--- config.mk ---
export PLATFORM = sky130hd
export DESIGN_NAME = fir_xif_host_flat
export DESIGN_NICKNAME = d
export VERILOG_FILES = /design/src/rtl/fir_xif_host_if.sv /design/src/rtl/fir_xif_host.sv /design/src/flat_wrapper.sv
export SDC_FILE = /design/constraint.sdc
export NUM_CORES = 1
export LEC_CHECK = 0
export BUFFER_PORTS_ARGS = -buffer_cell sky130_fd_sc_hd__buf_2
export CORE_MARGIN = 2
export CORE_UTILIZATION = 46
export DETAILED_ROUTE_END_ITERATION = 10
export HOLD_SLACK_MARGIN = 0.03
export PLACE_DENSITY = 0.86
export SYNTH_ARGS = -nofsm -noshare
export SYNTH_HDL_FRONTEND = slang
export SYNTH_SLANG_ARGS = --single-unit
export TNS_END_PERCENT = 10
--- constraint.sdc ---
create_clock -name clk_i -period 2.75 [get_ports clk_i]
set_clock_uncertainty 0.15 [all_clocks]
set_input_delay 0.1375 -clock clk_i [delete_from_list [all_inputs] [get_ports clk_i]]
set_output_delay 0.1375 -clock clk_i [all_outputs]
set_load 0.005 [all_outputs]
--- src/rtl/fir_xif_host_if.sv ---
// XIF issue/commit/result bundle between the core-side host and the FIR coprocessor.
interface fir_xif_host_if #(parameter int ID_W = 4);
    logic             issue_valid_o;
    logic             issue_ready_i;
    logic [31:0]      issue_instr_o;
    logic [ID_W-1:0]  issue_id_o;
    logic [63:0]      issue_rs_o;
    logic [1:0]       issue_rs_valid_o;
    logic             issue_accept_i;
    logic             issue_writeback_i;
    logic             commit_valid_o;
    logic [ID_W-1:0]  commit_id_o;
    logic             commit_kill_o;
    logic             result_valid_i;
    logic             result_ready_o;
    logic [ID_W-1:0]  result_id_i;
    logic [31:0]      result_data_i;
    logic [4:0]       result_rd_i;
    logic             result_we_i;

    modport master (
        output issue_valid_o, issue_instr_o, issue_id_o, issue_rs_o, issue_rs_valid_o,
        input  issue_ready_i, issue_accept_i, issue_writeback_i,
        output commit_valid_o, commit_id_o, commit_kill_o,
        input  result_valid_i, result_id_i, result_data_i, result_rd_i, result_we_i,
        output result_ready_o
    );

    modport slave (
        input  issue_valid_o, issue_instr_o, issue_id_o, issue_rs_o, issue_rs_valid_o,
        output issue_ready_i, issue_accept_i, issue_writeback_i,
        input  commit_valid_o, commit_id_o, commit_kill_o,
        output result_valid_i, result_id_i, result_data_i, result_rd_i, result_we_i,
        input  result_ready_o
    );
endinterface

--- src/rtl/fir_xif_host.sv ---
// Core-side XIF initiator: issue -> commit sequencing, writeback ID scoreboard, result writeback.
// Optional register hazard interlock on the scoreboard rd fields: FIR_XIF_HOST_HAZARD_EN.
module fir_xif_sb_entry #(
    parameter int ID_W = 4
) (
    input  logic            clk_i,
    input  logic            rst_i,
    input  logic            alloc,
    input  logic            free,
    input  logic [ID_W-1:0] alloc_id,
    input  logic [4:0]      alloc_rd,
    output logic            valid,
    output logic [ID_W-1:0] id,
    output logic [4:0]      rd
);
    always_ff @(posedge clk_i) begin
        if (rst_i) begin
            valid <= 1'b0;
            id    <= '0;
            rd    <= '0;
        end else if (alloc) begin
            valid <= 1'b1;
            id    <= alloc_id;
            rd    <= alloc_rd;
        end else if (free) begin
            valid <= 1'b0;
        end
    end
endmodule

module fir_xif_host #(
    parameter int ID_W    = 4,
    parameter int MAX_OUT = 4
) (
    input  logic        clk_i,
    input  logic        rst_i,
    input  logic        instr_valid_i,
    output logic        instr_ready_o,
    input  logic [31:0] instr_i,
    input  logic [31:0] op_a_i,
    input  logic [31:0] op_b_i,
    fir_xif_host_if.master xif,
    output logic        wb_valid_o,
    output logic [4:0]  wb_rd_o,
    output logic [31:0] wb_data_o,
    output logic        illegal_o,
    output logic        err_o
);
    localparam int CNT_W = $clog2(MAX_OUT + 1);
    localparam logic [CNT_W-1:0] MAX_CNT = CNT_W'(MAX_OUT);

    typedef enum logic [1:0] {S_IDLE, S_ISSUE, S_COMMIT} state_t;

    typedef struct packed {
        logic [31:0] instr;
        logic [31:0] op_b;
        logic [31:0] op_a;
    } req_t;

    state_t                         state, state_d;
    req_t                           req_q;
    logic [ID_W-1:0]                id_cnt, commit_id_q;
    logic                           accept_q, wbk_q;

    logic [MAX_OUT-1:0]             sb_valid, sb_alloc, sb_free, sb_match;
    logic [MAX_OUT-1:0][ID_W-1:0]   sb_id;
    logic [MAX_OUT-1:0][4:0]        sb_rd;

    logic                           issue_hs, res_hs, want_alloc;
    logic                           found, placed, alloc_hit, res_hit, hazard;
    logic [CNT_W-1:0]               outstanding;

    genvar g;
    generate
        for (g = 0; g < MAX_OUT; g++) begin : g_sb
            fir_xif_sb_entry #(.ID_W(ID_W)) u_entry (
                .clk_i    (clk_i),
                .rst_i    (rst_i),
                .alloc    (sb_alloc[g]),
                .free     (sb_free[g]),
                .alloc_id (commit_id_q),
                .alloc_rd (req_q.instr[11:7]),
                .valid    (sb_valid[g]),
                .id       (sb_id[g]),
                .rd       (sb_rd[g])
            );
        end
    endgenerate

    assign issue_hs   = (state == S_ISSUE) && xif.issue_ready_i;
    assign res_hs     = xif.result_valid_i && xif.result_ready_o;
    assign want_alloc = (state == S_COMMIT) && accept_q && wbk_q;

    // A result for the ID being committed this cycle cancels the allocation instead of freeing a slot.
    always_comb begin
        sb_free   = '0;
        sb_alloc  = '0;
        found     = 1'b0;
        placed    = 1'b0;
        for (int i = 0; i < MAX_OUT; i++) begin
            sb_match[i] = sb_valid[i] && (sb_id[i] == xif.result_id_i);
            if (res_hs && sb_match[i] && !found) begin
                sb_free[i] = 1'b1;
                found      = 1'b1;
            end
        end
        alloc_hit = want_alloc && res_hs && !found && (xif.result_id_i == commit_id_q);
        res_hit   = found || alloc_hit;
        for (int i = 0; i < MAX_OUT; i++) begin
            if (want_alloc && !alloc_hit && !sb_valid[i] && !placed) begin
                sb_alloc[i] = 1'b1;
                placed      = 1'b1;
            end
        end
    end

    always_comb begin
        outstanding = '0;
        for (int i = 0; i < MAX_OUT; i++)
            outstanding = outstanding + CNT_W'(sb_valid[i]);
    end

`ifdef FIR_XIF_HOST_HAZARD_EN
    always_comb begin
        hazard = 1'b0;
        for (int i = 0; i < MAX_OUT; i++) begin
            if (sb_valid[i] && (sb_rd[i] != 5'd0) &&
                ((sb_rd[i] == instr_i[19:15]) || (sb_rd[i] == instr_i[24:20]) ||
                 (sb_rd[i] == instr_i[11:7])))
                hazard = 1'b1;
        end
    end
`else
    logic sb_rd_unused;
    assign sb_rd_unused = ^sb_rd;
    assign hazard       = 1'b0;
`endif

    assign instr_ready_o = !rst_i && (state == S_IDLE) && (outstanding < MAX_CNT) && !hazard;

    always_ff @(posedge clk_i) begin
        if (rst_i) state <= S_IDLE;
        else       state <= state_d;
    end

    always_comb begin
        state_d = state;
        case (state)
            S_IDLE:   if (instr_valid_i && instr_ready_o) state_d = S_ISSUE;
            S_ISSUE:  if (xif.issue_ready_i) state_d = S_COMMIT;
            S_COMMIT: state_d = S_IDLE;
            default:  state_d = S_IDLE;
        endcase
    end

    always_ff @(posedge clk_i) begin
        if (rst_i) begin
            req_q       <= '0;
            id_cnt      <= '0;
            commit_id_q <= '0;
            accept_q    <= 1'b0;
            wbk_q       <= 1'b0;
        end else begin
            if (state == S_IDLE && instr_valid_i && instr_ready_o)
                req_q <= '{instr: instr_i, op_b: op_b_i, op_a: op_a_i};
            if (issue_hs) begin
                accept_q    <= xif.issue_accept_i;
                wbk_q       <= xif.issue_writeback_i;
                commit_id_q <= id_cnt;
                id_cnt      <= id_cnt + 1'b1;
            end
        end
    end

    // Writes to x0 still pulse but always carry zero data.
    always_ff @(posedge clk_i) begin
        if (rst_i) begin
            wb_valid_o <= 1'b0;
            wb_rd_o    <= '0;
            wb_data_o  <= '0;
            err_o      <= 1'b0;
        end else begin
            wb_valid_o <= res_hs && res_hit && xif.result_we_i;
            wb_rd_o    <= (res_hs && res_hit && xif.result_we_i) ? xif.result_rd_i : 5'd0;
            wb_data_o  <= (res_hs && res_hit && xif.result_we_i && xif.result_rd_i != 5'd0)
                          ? xif.result_data_i : 32'd0;
            err_o      <= res_hs && !res_hit;
        end
    end

    assign xif.issue_valid_o    = (state == S_ISSUE);
    assign xif.issue_rs_valid_o = {2{state == S_ISSUE}};
    assign xif.issue_instr_o    = req_q.instr;
    assign xif.issue_rs_o       = {req_q.op_b, req_q.op_a};
    assign xif.issue_id_o       = id_cnt;
    assign xif.commit_valid_o   = (state == S_COMMIT);
    assign xif.commit_id_o      = commit_id_q;
    assign xif.commit_kill_o    = (state == S_COMMIT) && !accept_q;
    assign xif.result_ready_o   = !rst_i;
    assign illegal_o            = (state == S_COMMIT) && !accept_q;
endmodule

--- src/flat_wrapper.sv ---
// flat-port wrapper written by rule: the top's interface ports become plain ports
module fir_xif_host_flat 
#(
    parameter int ID_W    = 4,
    parameter int MAX_OUT = 4
)
  (clk_i, rst_i, instr_valid_i, instr_ready_o, instr_i, op_a_i, op_b_i, wb_valid_o, wb_rd_o, wb_data_o, illegal_o, err_o, xif_issue_valid_o, xif_issue_instr_o, xif_issue_id_o, xif_issue_rs_o, xif_issue_rs_valid_o, xif_issue_ready_i, xif_issue_accept_i, xif_issue_writeback_i, xif_commit_valid_o, xif_commit_id_o, xif_commit_kill_o, xif_result_valid_i, xif_result_id_i, xif_result_data_i, xif_result_rd_i, xif_result_we_i, xif_result_ready_o);
  fir_xif_host_if #(.ID_W(ID_W)) xif_i ();
  input  logic clk_i;
  input  logic rst_i;
  input  logic instr_valid_i;
  output logic instr_ready_o;
  input  logic [31:0] instr_i;
  input  logic [31:0] op_a_i;
  input  logic [31:0] op_b_i;
  output logic wb_valid_o;
  output logic [4:0] wb_rd_o;
  output logic [31:0] wb_data_o;
  output logic illegal_o;
  output logic err_o;
  output wire logic [$bits(xif_i.issue_valid_o)-1:0] xif_issue_valid_o;
  output wire logic [$bits(xif_i.issue_instr_o)-1:0] xif_issue_instr_o;
  output wire logic [$bits(xif_i.issue_id_o)-1:0] xif_issue_id_o;
  output wire logic [$bits(xif_i.issue_rs_o)-1:0] xif_issue_rs_o;
  output wire logic [$bits(xif_i.issue_rs_valid_o)-1:0] xif_issue_rs_valid_o;
  input wire logic [$bits(xif_i.issue_ready_i)-1:0] xif_issue_ready_i;
  input wire logic [$bits(xif_i.issue_accept_i)-1:0] xif_issue_accept_i;
  input wire logic [$bits(xif_i.issue_writeback_i)-1:0] xif_issue_writeback_i;
  output wire logic [$bits(xif_i.commit_valid_o)-1:0] xif_commit_valid_o;
  output wire logic [$bits(xif_i.commit_id_o)-1:0] xif_commit_id_o;
  output wire logic [$bits(xif_i.commit_kill_o)-1:0] xif_commit_kill_o;
  input wire logic [$bits(xif_i.result_valid_i)-1:0] xif_result_valid_i;
  input wire logic [$bits(xif_i.result_id_i)-1:0] xif_result_id_i;
  input wire logic [$bits(xif_i.result_data_i)-1:0] xif_result_data_i;
  input wire logic [$bits(xif_i.result_rd_i)-1:0] xif_result_rd_i;
  input wire logic [$bits(xif_i.result_we_i)-1:0] xif_result_we_i;
  output wire logic [$bits(xif_i.result_ready_o)-1:0] xif_result_ready_o;
  assign xif_issue_valid_o = xif_i.issue_valid_o;
  assign xif_issue_instr_o = xif_i.issue_instr_o;
  assign xif_issue_id_o = xif_i.issue_id_o;
  assign xif_issue_rs_o = xif_i.issue_rs_o;
  assign xif_issue_rs_valid_o = xif_i.issue_rs_valid_o;
  assign xif_i.issue_ready_i = xif_issue_ready_i;
  assign xif_i.issue_accept_i = xif_issue_accept_i;
  assign xif_i.issue_writeback_i = xif_issue_writeback_i;
  assign xif_commit_valid_o = xif_i.commit_valid_o;
  assign xif_commit_id_o = xif_i.commit_id_o;
  assign xif_commit_kill_o = xif_i.commit_kill_o;
  assign xif_i.result_valid_i = xif_result_valid_i;
  assign xif_i.result_id_i = xif_result_id_i;
  assign xif_i.result_data_i = xif_result_data_i;
  assign xif_i.result_rd_i = xif_result_rd_i;
  assign xif_i.result_we_i = xif_result_we_i;
  assign xif_result_ready_o = xif_i.result_ready_o;
  fir_xif_host #(.ID_W(ID_W), .MAX_OUT(MAX_OUT)) u_core (.clk_i(clk_i), .rst_i(rst_i), .instr_valid_i(instr_valid_i), .instr_ready_o(instr_ready_o), .instr_i(instr_i), .op_a_i(op_a_i), .op_b_i(op_b_i), .xif(xif_i), .wb_valid_o(wb_valid_o), .wb_rd_o(wb_rd_o), .wb_data_o(wb_data_o), .illegal_o(illegal_o), .err_o(err_o));
endmodule
==> flow_summary.json, run 1 <==
{
  "postSynthAreaPerCell_um2": 8.73,
  "p_sw_mw": 1.33,
  "fin_util_pct": 75.1,
  "intPower_mw": 4.32,
  "pin_count": 296,
  "cts_root_buf": "clkbuf_16",
  "holdPathStages": 5,
  "worst_slew_pin_slew_ps": 698,
  "dieArea_um2": 14200,
  "synth_top_cell_by_area": "dfxtp_1",
  "ctsHtreeMaxLevel": 4,
  "holdPathEnd": "u_core.g_sb[0].u_entry.valid$_SDFFE_PP0P_",
  "met2_usage_pct": 56.1,
  "placed_cells": 1130,
  "final-instance-count-excl-fill": 1304,
  "use_met1_pct": 33.4,
  "grt_usage_pct": 31.6,
  "cts_tree": "done",
  "end_kind": "register",
  "p_leak_nw": 4.57,
  "place_congestion": 0.840,
  "grt_pass1_vias": 6965,
  "drv_slew": 0,
  "power_density_nw_per_um2": 575,
  "synth_top_area_share_pct": 54.9,
  "p_comb_share_pct": 11.9,
  "ys_types": 39,
  "syn2layout_area_growth_pct": 61.4,
  "path_clk_slew_ps": 60,
  "totalWireLength_um": 23300,
  "num_vias": 6782,
  "synth-seq-cells": 167,
  "status": "complete, no violations",
  "tns_ps": 0,
  "drive_gt1_share_pct": 32.8,
  "die_w_um": 119,
  "synth_edf_count": 0,
  "irDropWorstVdd_mv": 0.557,
  "via_per_inst": 5.20,
  "critPathKind": "register to register",
  "timing.critical_path.from_type": "register",
  "first_pass_iters": 5,
  "fin_crit_ps": 2630,
  "numCtsBuffers": 17,
  "syn-num-nets": 845,
  "place_ws_ps": -57.1,
  "rr_endpoint": "u_core.xif.issue_rs_o[29]$_SDFFE_PP0P_",
  "async_flop_share_pct": 0,
  "wl_per_cell_um": 17.9,
  "seq_power_share_pct": 44.9,
  "ff2ff_path_depth": 9,
  "clock-sinks": 167,
  "regToRegSetupSlack_ps": 120,
  "cp.arrival_ps": 2800,
  "finalPower_mw": 5.65,
  "synthTopCellsByArea": "dfxtp_1 55%, nand2_1 14%, a21oi_1 8.9%, nor3b_1 3.1%, mux2i_1 2.6%",
  "met3_usage_pct": 9.77,
  "grt_pass1_wl_um": 35300,
  "fin_area_um2": 9820,
  "cap_violations": 0,
  "ys_warn_count": 0,
  "fillers": 788,
  "antenna_found_initial": 0,
  "finalSetupViolCount": 0,
  "die_h_um": 119,
  "drtAntennaViolNets": 0,
  "initial_core_util_pct": 46.5,
  "num-nets-final": 1264,
  "crit_fanout": 20,
  "fin_crit_sh_pct": 95.5,
  "fp-row-count": 42,
  "clkLatencyLatePin_ps": 420,
  "holdCritPathClass": "input port to register",
  "grt_max_degree": 67,
  "drc": 0,
  "dpl_cell_area_um2": 7720,
  "syn-instance-count": 697,
  "max_freq_mhz": 381,
  "clk_path_buf_depth": 2,
  "hpwl_um": 12400,
  "drt_iter0_drc": 556,
  "hold_viol": 0,
  "grt_busiest_layer": "met2",
  "core-area_um2": 13100,
  "holdWs_ps": 107,
  "overflow": 0,
  "hold_start": "rst_i",
  "power_switching_share_pct": 23.6,
  "synth_area_um2": 6090,
  "setup_ws_ps": 124,
  "r2r_start": "u_core.g_sb[1].u_entry.valid$_SDFFE_PP0P_",
  "io_buffer_count": 295,
  "p_clk_share_pct": 43.3,
  "slew_headroom_pct": 53.5,
  "n_antenna_cell": 0,
  "seq_area_frac_synth_pct": 54.9,
  "synth_ff_type": "dfxtp_1",
  "required_ps": 2920
}
cell usage in the layout (no fill, tap or decap), drive strengths merged:
master,Yosys,routed
nand4,3,3
o31ai,1,1
xor2,17,17
o21ai,4,4
a221oi,1,1
dlygate4sd3,0,140
a21o,1,1
a2111oi,1,1
clkbuf,29,21
nor3b,33,33
ha,3,3
bufinv,0,3
nor4,3,3
xnor2,5,5
and3,2,2
or4,1,1
o211ai,2,2
or4b,1,1
and2b,1,1
or3,1,1
inv,8,9
and2,1,1
buf,26,313
a21oi,108,108
dfxtp,167,167
nand3,12,12
and4,3,3
nor2,12,12
nor3,5,5
mux2i,16,16
nand2,227,227
nor2b,3,3
clkinv,0,8
logic make-up (layout without fill, tap and decap cells):
group | Yosys count | in the layout | synth area share (%)
and+or+nand+nor | 308 | 308 | 23.1
DFF | 167 | 167 | 54.9
AOI/OAI and AO/OA | 118 | 118 | 10.3
buffers and inverters | 63 | 494 | 5.00
xor gates and xnor gates | 22 | 22 | 3.41
muxes | 16 | 16 | 2.63
adders and majority gates | 3 | 3 | 0.617
cell type report:
type | instances | area, µm² | share of cell area [%]
clock buffers | 19 | 453 | 4.61
clock inverters | 12 | 150 | 1.53
inverters | 8 | 30.0 | 0.306
multi-input cells | 467 | 2480 | 25.2
flip-flops and latches | 167 | 3350 | 34.1
well taps | 176 | 220 | 2.24
repair buffers | 455 | 3150 | 32.0
worst max-delay path by stage:
| stage | start | to | slack (ps) | cells past startpoint |
|---|---|---|---|---|
| 6_report | u_core.g_sb[1].u_entry.valid$_SDFFE_PP0P_ | u_core.xif.issue_rs_o[29]$_SDFFE_PP0P_ | 120 | 9 |
| 2_1_floorplan | u_core.g_sb[0].u_entry.valid$_SDFFE_PP0P_ | u_core.xif.issue_instr_o[28]$_SDFFE_PP0P_ | 50 | 9 |
| 5_1_grt | u_core.g_sb[1].u_entry.valid$_SDFFE_PP0P_ | u_core.xif.issue_rs_o[29]$_SDFFE_PP0P_ | -2 | 9 |
| 3_5_place_dp | u_core.g_sb[0].u_entry.valid$_SDFFE_PP0P_ | u_core.xif.issue_rs_o[57]$_SDFFE_PP0P_ | -60 | 9 |
| 3_3_place_gp | u_core.g_sb[0].u_entry.valid$_SDFFE_PP0P_ | u_core.xif.issue_rs_o[20]$_SDFFE_PP0P_ | 20 | 9 |
| 4_1_cts | u_core.g_sb[0].u_entry.valid$_SDFFE_PP0P_ | u_core.xif.issue_rs_o[25]$_SDFFE_PP0P_ | 20 | 9 |
what timing repair did:
| item | CTS | global route |
|---|---|---|
| pin swaps | 0 | 0 |
| buffers inserted | 0 | 1 |
| endpoints found under the hold margin | 142 | 0 |
| hold buffers | 140 | 0 |
| gates cloned | 0 | 2 |
| endpoints found under the setup margin | 53 | 84 |
| gates resized for setup | 1 | 6 |
critical path: stages, from the launching register on:
cell	delay (ps)
dfxtp_2	340
ha_1	290
ha_1	280
a21o_1	210
a2111oi_4	350
buf_4	180
and2_4	240
buf_8	190
nand2_1	100
a21oi_1	200
Yosys cell counts (5+ instances only):
cell type / n
mux2i_1: 16
nor3_1: 5
xor2_1: 15
nor3b_1: 25
buf_4: 7
a21oi_1: 108
nand2_1: 227
xnor2_1: 5
nor3b_2: 8
clkbuf_1: 29
nand3_1: 12
buf_2: 15
inv_1: 7
nor2_1: 12
dfxtp_1: 167
flip-flops by register name, summed over array words and instances, names as in the netlist:
signal / count
u_core.g_sb.u_entry.valid: 4
u_core.xif.commit_id_o: 4
u_core.xif.issue_instr_o: 32
u_core.g_sb.u_entry.id: 16
u_core.xif.issue_id_o: 4
u_core.xif.issue_rs_o: 64
u_core.state: 2
u_core.err_o: 1
u_core.wb_rd_o: 5
u_core.accept_q: 1
u_core.wbk_q: 1
u_core.wb_valid_o: 1
u_core.wb_data_o: 32
routing by layer:
metal	vias up	share of wire [%]
met5	-	0
met4	0	4.7
met3	100	8.7
met2	455	50
met1	3114	36
li1	3113	-
power by group through the flow:
stage	Clock (mW)	Combinational, mW	Sequential, mW
finish	2.45	0.670	2.54
global route	2.56	0.713	2.54
CTS	2.47	0.611	2.53
detailed placement	0	0.453	2.58
global placement	0	0.445	2.58
floorplan	0	0.208	2.59
Power figures use the tool's default switching activity.
==> inputs of run 2 (changes only) <==
--- a/config.mk
+++ b/config.mk
@@ -6,11 +6,13 @@
 export NUM_CORES = 1
 export LEC_CHECK = 0
 export BUFFER_PORTS_ARGS = -buffer_cell sky130_fd_sc_hd__buf_2
-export CORE_MARGIN = 2
-export CORE_UTILIZATION = 46
+export CORE_ASPECT_RATIO = 0.75
+export CORE_MARGIN = 8
+export CORE_UTILIZATION = 48
+export CTS_BUF_LIST = sky130_fd_sc_hd__clkbuf_4
 export DETAILED_ROUTE_END_ITERATION = 10
 export HOLD_SLACK_MARGIN = 0.03
-export PLACE_DENSITY = 0.86
+export PLACE_DENSITY = 0.89
 export SYNTH_ARGS = -nofsm -noshare
 export SYNTH_HDL_FRONTEND = slang
 export SYNTH_SLANG_ARGS = --single-unit
==> flow_summary.json, run 2 (same netlist as run 1, synthesis figures left out) <==
{
  "grt_pass1_vias": 6859,
  "clkLatencyLatePin_ps": 520,
  "die_w_um": 146,
  "antenna_found_initial": 6,
  "layout_commonest_cell": "buf_2",
  "met3_usage_pct": 9.49,
  "num-nets-final": 1259,
  "power_switching_share_pct": 27.5,
  "clk_path_buf_depth": 2,
  "rr_endpoint": "u_core.xif.issue_instr_o[9]$_SDFFE_PP0P_",
  "required_ps": 3030,
  "status": "complete, no violations",
  "core-area_um2": 12300,
  "hold_viol": 0,
  "cap_violations": 0,
  "grt_busiest_layer": "met2",
  "use_met1_pct": 29.7,
  "ctsHtreeMaxLevel": 4,
  "totalWireLength_um": 24200,
  "finalSetupViolCount": 0,
  "critPathSlowestCell": "dfxtp_2",
  "fillers": 778,
  "initial_core_util_pct": 49.3,
  "met2_usage_pct": 47.2,
  "pin_count": 296,
  "critical_path_buf_inv_count": 2,
  "holdPathStages": 6,
  "drtAntennaViolNets": 0,
  "cp.arrival_ps": 2890,
  "fin_crit_ps": 2610,
  "worst_slew_pin_slew_ps": 668,
  "fin_crit_sh_pct": 94.8,
  "num_vias": 6744,
  "rsz0062_at_grt": "false",
  "ff2ff_path_depth": 9,
  "numCtsBuffers": 17,
  "overflow": 0,
  "cts_root_buf": "clkbuf_4",
  "slew_headroom_pct": 55.5,
  "holdCritPathClass": "input port to register",
  "hpwl_um": 13800,
  "largest_register_ffs": 64,
  "drt_iter0_drc": 521,
  "seq_power_share_pct": 55.4,
  "hold_start": "xif_result_valid_i",
  "grt_usage_pct": 27.5,
  "syn2layout_area_growth_pct": 54.3,
  "timing.critical_path.from_type": "register",
  "clock-sinks": 167,
  "fin_util_pct": 76.0,
  "drc": 0,
  "via_per_inst": 5.20,
  "cp_top_family": "compound AO/OA/AOI/OAI gates",
  "r2r_start": "u_core.g_sb[0].u_entry.valid$_SDFFE_PP0P_",
  "fin_area_um2": 9390,
  "finalPower_mw": 4.58,
  "holdPathEnd": "u_core.g_sb[1].u_entry.valid$_SDFFE_PP0P_",
  "path_clk_slew_ps": 140,
  "slowest_delay_ps": 410,
  "cpMostUsedCell": "ha_1",
  "irDropWorstVdd_mv": 0.371,
  "grt_max_degree": 98,
  "intPower_mw": 3.32,
  "fp-row-count": 35,
  "first_pass_iters": 6,
  "p_sw_mw": 1.26,
  "wl_per_cell_um": 18.6,
  "cts_tree": "done",
  "end_kind": "register",
  "dieArea_um2": 16600,
  "p_clk_share_pct": 30.5,
  "grt_pass1_wl_um": 36600,
  "max_freq_mhz": 384,
  "tns_ps": 0,
  "drv_slew": 0,
  "final_cell_mix": "294 x buf_2, 226 x nand2_1, 165 x dfxtp_1",
  "path_cells": "ha_1, ha_1, a21o_1, a2111oi_2, buf_4, and2_4, buf_12, nand2_1, a21oi_1",
  "place_congestion": 0.814,
  "io_buffer_count": 295,
  "dpl_cell_area_um2": 7660,
  "postCtsSetupRepairBufs": 0,
  "crit_fanout": 47,
  "critPathKind": "register to register",
  "p_comb_share_pct": 14.1,
  "die_h_um": 114,
  "drive_gt1_share_pct": 32.3,
  "power_density_nw_per_um2": 487,
  "p_leak_nw": 4.37,
  "regToRegSetupSlack_ps": 140
}
## run 2: changes by cell type in the layout (fill, tap and decap cells not counted), sizes merged, moves of 2 or more
cell         change
dlygate4sd3      +3
bufinv           -2
diode            +6
clkbuf           -3
buf              -6
inv              +4
## run 2: power groups by stage
stage,registers (mW),logic (mW),clock network (mW)
2_1_floorplan,2.59,0.208,0
3_3_place_gp,2.58,0.442,0
3_5_place_dp,2.58,0.452,0
4_1_cts,2.53,0.613,1.42
5_1_grt,2.54,0.689,1.52
6_report,2.54,0.645,1.39
## run 2: stage by stage
step	setup slack, ps	hold WS (ps)	std cells
3_5_place_dp	164	223	1115
6_report	144	89.6	1296
3_3_place_gp	258	220	1115
5_1_grt	29.7	99.2	1296
2_1_floorplan	46.6	99.7	697
4_1_cts	6.81	34.7	1290
## run 2: cell type report
| type | count | area, µm² | area share [%] |
|---|---|---|---|
| Sequential cell | 167 | 3350 | 35.6 |
| Timing Repair Buffer | 450 | 3050 | 32.5 |
| Multi-Input combinational cell | 467 | 2460 | 26.2 |
| Tap cell | 166 | 208 | 2.21 |
| Clock inverter | 14 | 141 | 1.51 |
| Clock buffer | 18 | 135 | 1.44 |
| Inverter | 8 | 30.0 | 0.320 |
| Antenna cell | 6 | 15.0 | 0.160 |
## run 2: per-layer routing
metal  routed length, µm  up-vias
met5                   0        -
met4                1020        0
met3                2570       72
met2               11800      408
met1                8790     3150
li1                    -     3114
## run 2: worst max-delay path by stage
stage | end | depth (start not counted) | from
after detailed placement | u_core.xif.issue_instr_o[28]$_SDFFE_PP0P_ | 9 | u_core.g_sb[0].u_entry.valid$_SDFFE_PP0P_
final | u_core.xif.issue_instr_o[9]$_SDFFE_PP0P_ | 9 | u_core.g_sb[0].u_entry.valid$_SDFFE_PP0P_
after global routing | instr_ready_o | 6 | u_core.g_sb[0].u_entry.valid$_SDFFE_PP0P_
after CTS | instr_ready_o | 6 | u_core.g_sb[0].u_entry.valid$_SDFFE_PP0P_
after floorplan | u_core.xif.issue_instr_o[28]$_SDFFE_PP0P_ | 9 | u_core.g_sb[0].u_entry.valid$_SDFFE_PP0P_
after global placement | u_core.xif.issue_rs_o[31]$_SDFFE_PP0P_ | 9 | u_core.g_sb[0].u_entry.valid$_SDFFE_PP0P_
## run 2: worst min-delay path: cells and delay by family
kind,cells,cell delay [ps]
buffers and inverters,1,90
and+or+nand+nor,4,440
AOI/OAI and AO/OA,1,50
## run 2: what timing repair did
action,CTS,global route
resized for setup,0,3
endpoints found under the hold margin,149,0
endpoints found under the setup margin,0,89
hold buffers,143,0
